**src/rtl/ctrl_pipe_pkg.sv**
```systemverilog
// ctrl_pipe_pkg: control-bundle types, forward-select encodings and bubble constants
// shared by the control pipeline and its hazard/forwarding unit.
package ctrl_pipe_pkg;

   typedef struct packed {
      logic       branch;
      logic       mem_to_reg;
      logic       mem_write;
      logic       mem_read;
      logic       alu_src;
      logic       reg_write;
      logic [1:0] alu_op;
   } ctrl_t;

   typedef struct packed {
      ctrl_t      ctrl;
      logic [4:0] rs1;
      logic [4:0] rs2;
      logic [4:0] rd;
   } id_ex_t;

   typedef struct packed {
      logic       mem_read;
      logic       mem_write;
      logic       reg_write;
      logic       mem_to_reg;
      logic [4:0] rd;
   } ex_mem_t;

   typedef struct packed {
      logic       reg_write;
      logic       mem_to_reg;
      logic [4:0] rd;
   } mem_wb_t;

   localparam logic [1:0] FWD_RF  = 2'b00;
   localparam logic [1:0] FWD_MEM = 2'b10;
   localparam logic [1:0] FWD_WB  = 2'b01;

   localparam ctrl_t   CTRL_BUBBLE   = '0;
   localparam id_ex_t  ID_EX_BUBBLE  = '{ctrl: CTRL_BUBBLE, rs1: 5'd0, rs2: 5'd0, rd: 5'd0};
   localparam ex_mem_t EX_MEM_BUBBLE = '0;
   localparam mem_wb_t MEM_WB_BUBBLE = '0;

   // A stage produces a value for rs only if it writes a non-x0 register named rs.
   function automatic logic writes_reg(input logic wr, input logic [4:0] rd, input logic [4:0] rs);
      return wr && (rd != 5'd0) && (rd == rs);
   endfunction

endpackage

```
**src/rtl/ctrl_fwd_unit.sv**
```systemverilog
// ctrl_fwd_unit: combinational stall and EX operand-forward selection.
// CTRL_PIPE_FWD_EN selects forwarding with load-use stalls; otherwise every RAW hazard stalls.
module ctrl_fwd_unit
   import ctrl_pipe_pkg::*;
(
   input  logic [4:0] id_rs1,
   input  logic [4:0] id_rs2,
   input  logic       ex_mem_read,
   input  logic       ex_reg_write,
   input  logic [4:0] ex_rs1,
   input  logic [4:0] ex_rs2,
   input  logic [4:0] ex_rd,
   input  logic       mem_reg_write,
   input  logic [4:0] mem_rd,
   input  logic       wb_reg_write,
   input  logic [4:0] wb_rd,
   output logic       stall,
   output logic [1:0] fwd_a,
   output logic [1:0] fwd_b
);

`ifdef CTRL_PIPE_FWD_EN
   // Only a load in EX cannot be forwarded in time; its data appears after MEM.
   assign stall = writes_reg(ex_mem_read, ex_rd, id_rs1) || writes_reg(ex_mem_read, ex_rd, id_rs2);

   // EX/MEM is the newer producer, so it is tested first.
   assign fwd_a = writes_reg(mem_reg_write, mem_rd, ex_rs1) ? FWD_MEM :
                  writes_reg(wb_reg_write,  wb_rd,  ex_rs1) ? FWD_WB  : FWD_RF;
   assign fwd_b = writes_reg(mem_reg_write, mem_rd, ex_rs2) ? FWD_MEM :
                  writes_reg(wb_reg_write,  wb_rd,  ex_rs2) ? FWD_WB  : FWD_RF;

   logic unused_fwd_en;
   assign unused_fwd_en = ex_reg_write;
`else
   // The register file resolves WB-stage writes, so only EX and MEM producers block.
   assign stall = writes_reg(ex_reg_write,  ex_rd,  id_rs1) || writes_reg(ex_reg_write,  ex_rd,  id_rs2) ||
                  writes_reg(mem_reg_write, mem_rd, id_rs1) || writes_reg(mem_reg_write, mem_rd, id_rs2);
   assign fwd_a = FWD_RF;
   assign fwd_b = FWD_RF;

   logic unused_fwd_dis;
   assign unused_fwd_dis = ^{ex_mem_read, ex_rs1, ex_rs2, wb_reg_write, wb_rd};
`endif

endmodule

```
**src/rtl/ctrl_pipe.sv**
```systemverilog
// ctrl_pipe: carries the decoded control bundle through ID/EX, EX/MEM and MEM/WB,
// inserting bubbles on stall/flush. Define CTRL_PIPE_FWD_EN to enable EX forwarding.
module ctrl_pipe
   import ctrl_pipe_pkg::*;
(
   input  logic        clk_i,
   input  logic        rst_i,
   input  logic        Branch_i,
   input  logic        MemtoReg_i,
   input  logic        MemWrite_i,
   input  logic        MemRead_i,
   input  logic        ALUSrc_i,
   input  logic        RegWrite_i,
   input  logic [1:0]  ALUOp_i,
   input  logic [4:0]  RS1addr_i,
   input  logic [4:0]  RS2addr_i,
   input  logic [4:0]  RDaddr_i,
   input  logic        Flush_i,
   output logic        Stall_o,
   output logic [1:0]  EX_ALUOp_o,
   output logic        EX_ALUSrc_o,
   output logic [1:0]  ForwardA_o,
   output logic [1:0]  ForwardB_o,
   output logic        MEM_MemRead_o,
   output logic        MEM_MemWrite_o,
   output logic        WB_RegWrite_o,
   output logic        WB_MemtoReg_o,
   output logic [4:0]  WB_RDaddr_o,
   output logic [31:0] StallCnt_o
);

   id_ex_t      id_ex_q;
   id_ex_t      id_ex_d;
   ex_mem_t     ex_mem_q;
   mem_wb_t     mem_wb_q;
   logic [31:0] stall_cnt_q;
   logic        stall;

   ctrl_fwd_unit u_fwd (
      .id_rs1        (RS1addr_i),
      .id_rs2        (RS2addr_i),
      .ex_mem_read   (id_ex_q.ctrl.mem_read),
      .ex_reg_write  (id_ex_q.ctrl.reg_write),
      .ex_rs1        (id_ex_q.rs1),
      .ex_rs2        (id_ex_q.rs2),
      .ex_rd         (id_ex_q.rd),
      .mem_reg_write (ex_mem_q.reg_write),
      .mem_rd        (ex_mem_q.rd),
      .wb_reg_write  (mem_wb_q.reg_write),
      .wb_rd         (mem_wb_q.rd),
      .stall         (stall),
      .fwd_a         (ForwardA_o),
      .fwd_b         (ForwardB_o)
   );

   // NOTE: defaulting id_ex_d to the bubble first keeps this block latch-free and
   // makes the bubble independent of whatever the decoder drives during a stall.
   always_comb begin
      id_ex_d = ID_EX_BUBBLE;
      if (!(stall || Flush_i)) begin
         id_ex_d.ctrl.branch     = Branch_i;
         id_ex_d.ctrl.mem_to_reg = MemtoReg_i;
         id_ex_d.ctrl.mem_write  = MemWrite_i;
         id_ex_d.ctrl.mem_read   = MemRead_i;
         id_ex_d.ctrl.alu_src    = ALUSrc_i;
         id_ex_d.ctrl.reg_write  = RegWrite_i;
         id_ex_d.ctrl.alu_op     = ALUOp_i;
         id_ex_d.rs1             = RS1addr_i;
         id_ex_d.rs2             = RS2addr_i;
         id_ex_d.rd              = RDaddr_i;
      end
   end

   // NOTE: non-blocking assignments so each stage captures its predecessor's pre-edge value.
   always_ff @(posedge clk_i) begin
      if (!rst_i) begin
         id_ex_q     <= ID_EX_BUBBLE;
         ex_mem_q    <= EX_MEM_BUBBLE;
         mem_wb_q    <= MEM_WB_BUBBLE;
         stall_cnt_q <= '0;
      end else begin
         id_ex_q  <= id_ex_d;
         ex_mem_q <= '{mem_read:   id_ex_q.ctrl.mem_read,
                       mem_write:  id_ex_q.ctrl.mem_write,
                       reg_write:  id_ex_q.ctrl.reg_write,
                       mem_to_reg: id_ex_q.ctrl.mem_to_reg,
                       rd:         id_ex_q.rd};
         mem_wb_q <= '{reg_write:  ex_mem_q.reg_write,
                       mem_to_reg: ex_mem_q.mem_to_reg,
                       rd:         ex_mem_q.rd};
         if (stall && (stall_cnt_q != '1))
            stall_cnt_q <= stall_cnt_q + 32'd1;
      end
   end

   // Branch rides along in ID/EX for an EX-stage resolver; nothing here consumes it.
   logic unused_ex_branch;
   assign unused_ex_branch = id_ex_q.ctrl.branch;

   assign Stall_o        = stall;
   assign EX_ALUOp_o     = id_ex_q.ctrl.alu_op;
   assign EX_ALUSrc_o    = id_ex_q.ctrl.alu_src;
   assign MEM_MemRead_o  = ex_mem_q.mem_read;
   assign MEM_MemWrite_o = ex_mem_q.mem_write;
   assign WB_RegWrite_o  = mem_wb_q.reg_write;
   assign WB_MemtoReg_o  = mem_wb_q.mem_to_reg;
   assign WB_RDaddr_o    = mem_wb_q.rd;
   assign StallCnt_o     = stall_cnt_q;

endmodule

```
**config.mk**
```make
export PLATFORM = sky130hd
export DESIGN_NAME = ctrl_pipe
export DESIGN_NICKNAME = d
export VERILOG_FILES = /design/src/rtl/ctrl_pipe_pkg.sv /design/src/rtl/ctrl_fwd_unit.sv /design/src/rtl/ctrl_pipe.sv
export SDC_FILE = /design/constraint.sdc
export NUM_CORES = 1
export LEC_CHECK = 0
export CAP_MARGIN = 20
export CORE_ASPECT_RATIO = 0.5
export CORE_MARGIN = 2
export CORE_UTILIZATION = 47
export CTS_BUF_LIST = sky130_fd_sc_hd__clkbuf_8 sky130_fd_sc_hd__clkbuf_16
export DETAILED_ROUTE_END_ITERATION = 10
export GPL_ROUTABILITY_DRIVEN = 0
export PLACE_DENSITY = 0.78
export SYNTH_ARGS = -nofsm -noshare
export SYNTH_HDL_FRONTEND = slang
export SYNTH_SLANG_ARGS = --single-unit
export TNS_END_PERCENT = 1
```
**constraint.sdc**
```tcl
create_clock -name clk_i -period 2.4 [get_ports clk_i]
set_clock_uncertainty 0.05 [all_clocks]
set_input_delay 0.24 -clock clk_i [delete_from_list [all_inputs] [get_ports clk_i]]
set_output_delay 0.24 -clock clk_i [all_outputs]
set_load 0.01 [all_outputs]
```
# == Word-level counts from Yosys, hierarchy flattened ==
# Index checks and enable logic that the tools add are counted.
# totals
wordCells,37
reg_bits,60
input_bits,26
out_inout_bits,49
# classes
n_eq_ne,5
bitwise,1
reduce_logical,14
add_sub_neg,1
# ops
cell,count
$add A32 B1 Y32 const B,1
$ne A32 B32 Y1 const B,1
$eq A5 B5 Y1,4
$reduce_bool A5 Y1,2
$logic_and A1 B1 Y1,7
$logic_or A1 B1 Y1,4
$reduce_or A2 Y1,1
$not A1 Y1,1

# == Longest topological paths before layout ==
# Gate-level depths: netlist (run 1).
# logic_depth
depth_word,8
mapped_depth,9
ltp_nobuf,7

# == Modules after synthesis ==
# Synthesis (run 1) repeated with hierarchy kept, for this count alone.
# hier_totals
cells_unflattened,321
hier_area_um2,2981.6
# modules_own_cells
module,cells_each,area_per_inst_um2,seq_area_each_um2,n_inst
ctrl_pipe,281,2691.3,1401.3,1
ctrl_fwd_unit,40,290.3,0.0,1

# == Worst setup path after synthesis (run 1) ==
# OpenSTA, ideal clock, no wires.
# synth_timing
path_kind,reg-to-reg
startpoint,"register stall_cnt_q[0], in the netlist StallCnt_o[0]"
endpoint,"register stall_cnt_q[30], in the netlist StallCnt_o[30]"
setup_time_ns,0.070
setup_slack_ns,0.293
t_arrival_ns,1.987
path_buffers,0
synth_period_minus_slack_ns,2.107
required_ns,2.280
path_stages_with_launch,8
cell_sequence,dfxtp_1 -> ha_1 -> nand4_2 -> nor4_4 -> and2_1 -> nand4_1 -> or4_1 -> a21oi_1
# synth_via
elab_chain_cells,2
word_cells_on_any_way,3
classes_between,1 x add/sub; 1 x eq/ne; 1 x reduce/logical
# synth_lines
element,line,text
from (decl),ctrl_pipe.sv:36,logic [31:0] stall_cnt_q;
from (signal assigned),ctrl_pipe.sv:92,stall_cnt_q <= stall_cnt_q + 32'd1;
branches (longest 2 deep; another with $add A32 B1 Y32),--,
# Several ways; the timed one is not identified.
# A chain may end at the register's enable or synchronous reset.

# == Worst setup path after layout (run 1) ==
# layout_timing
startpoint,input port RS2addr_i[0]
endpoint,output port Stall_o
# layout_via
elab_chain_cells,5
word_cells_on_any_way,7
classes_between,2 x eq/ne; 5 x reduce/logical
# layout_lines
element,line,text
from (decl),ctrl_pipe.sv:16,"input logic [4:0] RS2addr_i,"
$eq A5 B5 Y1,ctrl_pipe_pkg.sv:47,return wr && (rd != 5'd0) && (rd == rs);
$logic_and A1 B1 Y1,ctrl_pipe_pkg.sv:47,
$logic_or A1 B1 Y1 (2 in a row),ctrl_fwd_unit.sv:36,"assign stall = writes_reg(ex_reg_write, ex_rd, id_rs1) || writes_reg(ex_reg_write, ex_rd, id_rs2) ||"
$logic_or A1 B1 Y1 (*),ctrl_fwd_unit.sv:37,"writes_reg(mem_reg_write, mem_rd, id_rs1) || writes_reg(mem_reg_write, mem_rd, id_rs2);"
to (decl),ctrl_pipe.sv:19,"output logic Stall_o,"
# Mark *: on every way between the ends. The rest lies on a longest branch, timed or not.

==> flow_summary.toml, run 1 <==
[min_path]
hold_path_class = "register to register"

[synth]
synthTopCellsByArea = "dfxtp_1, and2_1, xor2_1, a21oi_1, or4_1"
syn_area_per_cell_sq_um = 9.12
async_flop_share_pct = 0
yosysTopAreaCell = "dfxtp_1"
ys_types = 39
yosys_warnings = 0
synth_top_area_share_pct = 43.0
ys_seq_area_share_pct = 43.0
synthFlopType = "dfxtp_1"
netlist_area_sq_mm = 0.00279
syn_inst = 306
synth_edf_count = 0
ys_seq_elements = 60

[status]
status = "complete, but fails checks"
failed_checks = "DRC"

[clock_tree]
clock-root-buffer = "clkbuf_16"
cts_sinks = 60
worstSkewPairLatency_ps = 330
path_clk_slew_ps = 50
clk_path_buf_depth = 2
cts_buffers = 9
cts_hold_buf = 0
cts_tree = "yes"
cts_max_level = 3

[global_route]
grt_pass1_vias = 2483
grt.total_usage_pct = 21.9
grt_pass1_wl_mm = 11.2
antenna_found_initial = 0
grt_max_degree = 25
grt_overflow = 0

[detailed_routing]
ant_nets = 0
viasPerCell = 5.55
dr.pass1.iters = 7
drt-total-wl_mm = 6.78
drt_iter0_drc = 188
wl_per_cell_um = 14.6
drc_errors = 3
vias = 2580

[critical_path]
cp.arrival_ps = 2080
crit_required_ps = 2110
criticalPathCategory = "input pin to output pin"
endpoint_kind = "output pin"
cp_max_fo = 2
crit_path_start_kind = "input pin"

[pwr]
p_per_area_mw_per_mm2 = 666
switchingPower_uw = 492
p_int_mw = 2.15
switching_share_pct = 18.6
cellLeakagePower_nw = 1.49
clkPwrFrac_pct = 56.4
power_frac_comb_pct = 4.9
seqPwrFrac_pct = 38.7
max-vdd-ir-drop_mv = 0.486
finalPower_mw = 2.64

[final_layout]
diodes = 0
syn_to_final_growth_pct = 42.1
final_common_cell = "clkdlybuf4s50_1"
finish.cell_count_without_fillers = 465
nets = 414
post-route-util_pct = 70.7
layout_common_cells = "clkdlybuf4s50_1, dfxtp_1, and2_1"
nFillCells = 445
drive_gt1_share_pct = 10.7

[timing]
setup_viol = 0
period_needed_ps = 2370
holdWs_ps = 378
rsz0062_at_grt = "true"
worst_slack_ps = 27.5
finalHoldViolCount = 0
finalMaxSlewViolations = 0
finalCritPeriodShare_pct = 98.9
fmax_ghz = 0.421

[placed_design]
dp.cells = 448
numPortBuffers = 69
place_ws_ps = -151
hpwl_mm = 4.68

[die]
pin_count = 75
die_area_sq_mm = 0.00661
initial_utilization_pct = 49.8
die_height_um = 58.5
die_width_um = 113
fp-row-count = 19
fp.coreArea_sq_mm = 0.00561

[run]
maxCapViolations = 0
-- power by group through the flow --
| stage | registers (mW) | clock network, mW | logic, mW |
|---|---|---|---|
| 5_1_grt | 1.02 | 1.56 | 0.142 |
| 4_1_cts | 1.02 | 1.52 | 0.131 |
| 3_3_place_gp | 1.04 | 0 | 0.125 |
| 3_5_place_dp | 1.04 | 0 | 0.129 |
| 2_1_floorplan | 1.04 | 0 | 0.0614 |
| 6_report | 1.02 | 1.49 | 0.130 |
-- area by class of cell --
| cell class | count | area, sq um | share of cell area [%] |
|---|---|---|---|
| multi-input combinational | 224 | 1450 | 36.6 |
| sequential | 60 | 1200 | 30.3 |
| tap | 73 | 91.3 | 2.30 |
| clock inverter | 5 | 98.8 | 2.49 |
| timing repair buffer | 90 | 865 | 21.8 |
| inverter | 2 | 7.51 | 0.189 |
| clock buffer | 11 | 253 | 6.37 |
-- metal layers --
layer	routed length (um)	global-route usage, %	up-vias
met3	460	6.59	4
li1	-	-	1268
met2	3430	38.6	98
met1	2840	25.2	1210
met4	56	10.1	0
met5	0	0	-
-- worst max-delay path, stage by stage --
cell and delay, ps:
clkdlybuf4s50_1 470, xor2_1 190, nor3_1 200, a22oi_1 110, o22a_2 290, inv_1 60, clkdlybuf4s50_1 520
-- worst paths after layout --
path / startpoint / to / slack, ps / cells after the start
hold / removal: id_ex_q[20] / MEM_MemWrite_o / 380 / 1
setup reg to reg: ex_mem_q[0] / StallCnt_o[13] / 160 / 8
hold reg to reg: id_ex_q[20] / MEM_MemWrite_o / 380 / 1
setup / recovery: RS2addr_i[0] / Stall_o / 30 / 7
-- per-stage QoR --
step           setup TNS [ps]  area (sq um)
4_1_cts                     0          3960
3_5_place_dp            -2780          3600
5_1_grt                 -24.4          3970
3_3_place_gp             -994          3600
6_report                    0          3970
2_1_floorplan               0          2800
-- synth_stat cells (2+ instances only) --
| master | instances |
|---|---|
| a21oi_1 | 23 |
| a22oi_1 | 2 |
| and2_1 | 30 |
| and3_1 | 9 |
| and4_1 | 4 |
| buf_2 | 6 |
| buf_4 | 7 |
| buf_6 | 3 |
| clkbuf_1 | 7 |
| dfxtp_1 | 60 |
| inv_1 | 2 |
| mux2i_1 | 4 |
| nand2_1 | 13 |
| nand2b_1 | 7 |
| nand3_1 | 12 |
| nand4_1 | 11 |
| nor2_1 | 5 |
| nor3_1 | 9 |
| nor4b_1 | 2 |
| o21a_1 | 4 |
| o21ai_0 | 15 |
| o311ai_0 | 2 |
| o31ai_1 | 11 |
| o41ai_1 | 2 |
| or3_1 | 12 |
| or4_1 | 12 |
| xor2_1 | 20 |
-- state kept, by name, summed over array words and instances, names as in the netlist --
name,flops
EX_ALUOp_o,2
EX_ALUSrc_o,1
MEM_MemRead_o,1
MEM_MemWrite_o,1
StallCnt_o,32
WB_MemtoReg_o,1
WB_RDaddr_o,5
WB_RegWrite_o,1
ex_mem_q,7
id_ex_q,9
-- repair_timing --
item,in CTS,in global routing
endpoints found under the hold margin,0,0
resized for setup,1,2
buffers inserted,1,0
pin swaps,1,2
setup endpoints to repair,1,7
-- logic make-up after synthesis --
logic type / after synthesis / share of synthesized area [%]
buf+inv: 25 / 5.38
flops: 60 / 43.0
mux: 4 / 1.43
other cells: 1 / 0.134
simple gates: 134 / 30.0
fa+ha+maj: 1 / 0.448
xor+xnor: 20 / 6.28
compound gates: 61 / 13.3
Note: power is estimated with default switching activity, not from simulation.
==> inputs of run 2 (changes only) <==
- CORE_ASPECT_RATIO: 0.5 -> unset
- SETUP_SLACK_MARGIN: unset -> 0.3
==> flow_summary.toml, run 2 (synthesis gave the netlist of run 1 again) <==
[clock_tree]
path_clk_slew_ps = 70
clock-root-buffer = "clkbuf_8"
cts_sinks = 60
cts_tree = "yes"
worstSkewPairLatency_ps = 340
cts_max_level = 3
cts_buffers = 9
clk_path_buf_depth = 2

[timing]
finalMaxSlewViolations = 0
rsz0062_at_grt = "true"
finalHoldViolCount = 0
period_needed_ps = 2190
setup_viol = 0
fmax_ghz = 0.456
tns_ps = 0
finalCritPeriodShare_pct = 91.3
holdWs_ps = 384

[die]
die_width_um = 81.1
die_area_sq_mm = 0.00657
die_height_um = 81.1
initial_utilization_pct = 48.0
fp.coreArea_sq_mm = 0.00582
fp-row-count = 28
pin_count = 75

[detailed_routing]
drt_iter0_drc = 184
drt-total-wl_mm = 7.40
drc_errors = 0
dr.pass1.iters = 6
vias = 2685
ant_nets = 0
viasPerCell = 5.61
wl_per_cell_um = 15.4

[global_route]
grt_pass1_wl_mm = 11.0
antenna_found_initial = 0
use_met1_pct = 27.1
grt_pass1_vias = 2383
grtUsageMet3_pct = 4.56
grt_overflow = 0
grt_max_degree = 33
grt.total_usage_pct = 21.8
grt-busiest-layer = "met2"
use_met2_pct = 36.1

[critical_path]
endpoint_kind = "register"
cp_cell_sequence = "buf_6 > xor2_2 > nor2_1 > a22oi_1 > o22a_2 > buf_12 > buf_12 > or4_4 > a21oi_2"
critPathSlowestCell = "or4_4"
cp.arrival_ps = 2420
critPathTopFamily = "simple AND/OR/NAND/NOR gates"
cp_slowest_stage_delay_ps = 510
crit_required_ps = 2620
cp_common_cell = "buf_12"
crit_path_start_kind = "register"
crit_buf_inv = 3
cp_max_fo = 6
criticalPathCategory = "register to register"

[pwr]
max-vdd-ir-drop_mv = 0.413
p_per_area_mw_per_mm2 = 504
cellLeakagePower_nw = 1.56

[final_layout]
layout_common_cells = "clkdlybuf4s50_1, dfxtp_1, and2_1"
seq_area_sq_mm = 0.00122
final_common_cell = "clkdlybuf4s50_1"
stdcell_area_sq_mm = 0.00419
nets = 426
largest_reg_flops = 32
diodes = 0
nFillCells = 430
multi_input_area_sq_mm = 0.00159
drive_gt1_share_pct = 21.5
syn_to_final_growth_pct = 50.0

[min_path]
hold_path_class = "register to register"

[status]
status = "finished clean"

[run]
maxCapViolations = 0

[placed_design]
hpwl_mm = 4.43
numPortBuffers = 69
place_area_sq_mm = 0.00360
[run 2: cell types whose count changed in the layout (fill, tap and decap cells not counted), sizes merged]
cell	change
clkinvlp	+1
inv	-1
clkinv	+2
clkdlybuf4s50	-3
buf	+13
bufinv	-2
dlygate4sd2	+2
[run 2: repair_timing]
action                     4_1_cts  5_1_grt
resized for setup               37       24
pin swaps                       35       15
setup endpoints to repair       37       44
hold buffers                     0        0
buffers inserted                11        3
gates cloned                     3        0
[run 2: final cells by class]
type / instances / area share (%)
clock buffers: 11 / 3.62
clock inverters: 5 / 1.43
repair buffers: 102 / 25.2
well taps: 75 / 2.24
flip-flops and latches: 60 / 29.2
multi-input cells: 224 / 38.1
inverters: 2 / 0.179
[run 2: path summary, 6_finish.rpt]
kind,startpoint,end,slack (ps),depth (start not counted)
hold / removal,id_ex_q[19],MEM_MemRead_o,380,1
setup / recovery,ex_mem_q[3],StallCnt_o[28],210,9
hold reg to reg,id_ex_q[19],MEM_MemRead_o,380,1
setup reg to reg,ex_mem_q[3],StallCnt_o[28],210,9
[run 2: layer usage]
metal  up-vias  wire (um)
li1       1295          -
met1      1271       3090
met2       102       3750
met3        17        384
met4         0        174
met5         -          0
[run 2: where the power goes]
group	total, mW	internal (mW)	leakage, nW	switching [mW]
sequential	1.02	1.01	0.492	0.0106
clock	0.946	0.537	0.106	0.409
combinational	0.148	0.0831	0.959	0.0653
total	2.11	1.63	1.56	0.485
[run 2: through the flow]
step / utilization [%] / worst slack (ps) / std cells / power (mW)
after detailed placement: 61.9 / -107 / 446 / 1.17
final: 72.0 / 208 / 479 / 2.11
after global placement: 61.9 / -50.3 / 446 / 1.17
after floorplan: - / 412 / 309 / 1.10
after global routing: 72.0 / 150 / 479 / 2.18
after CTS: 70.0 / 220 / 476 / 2.12
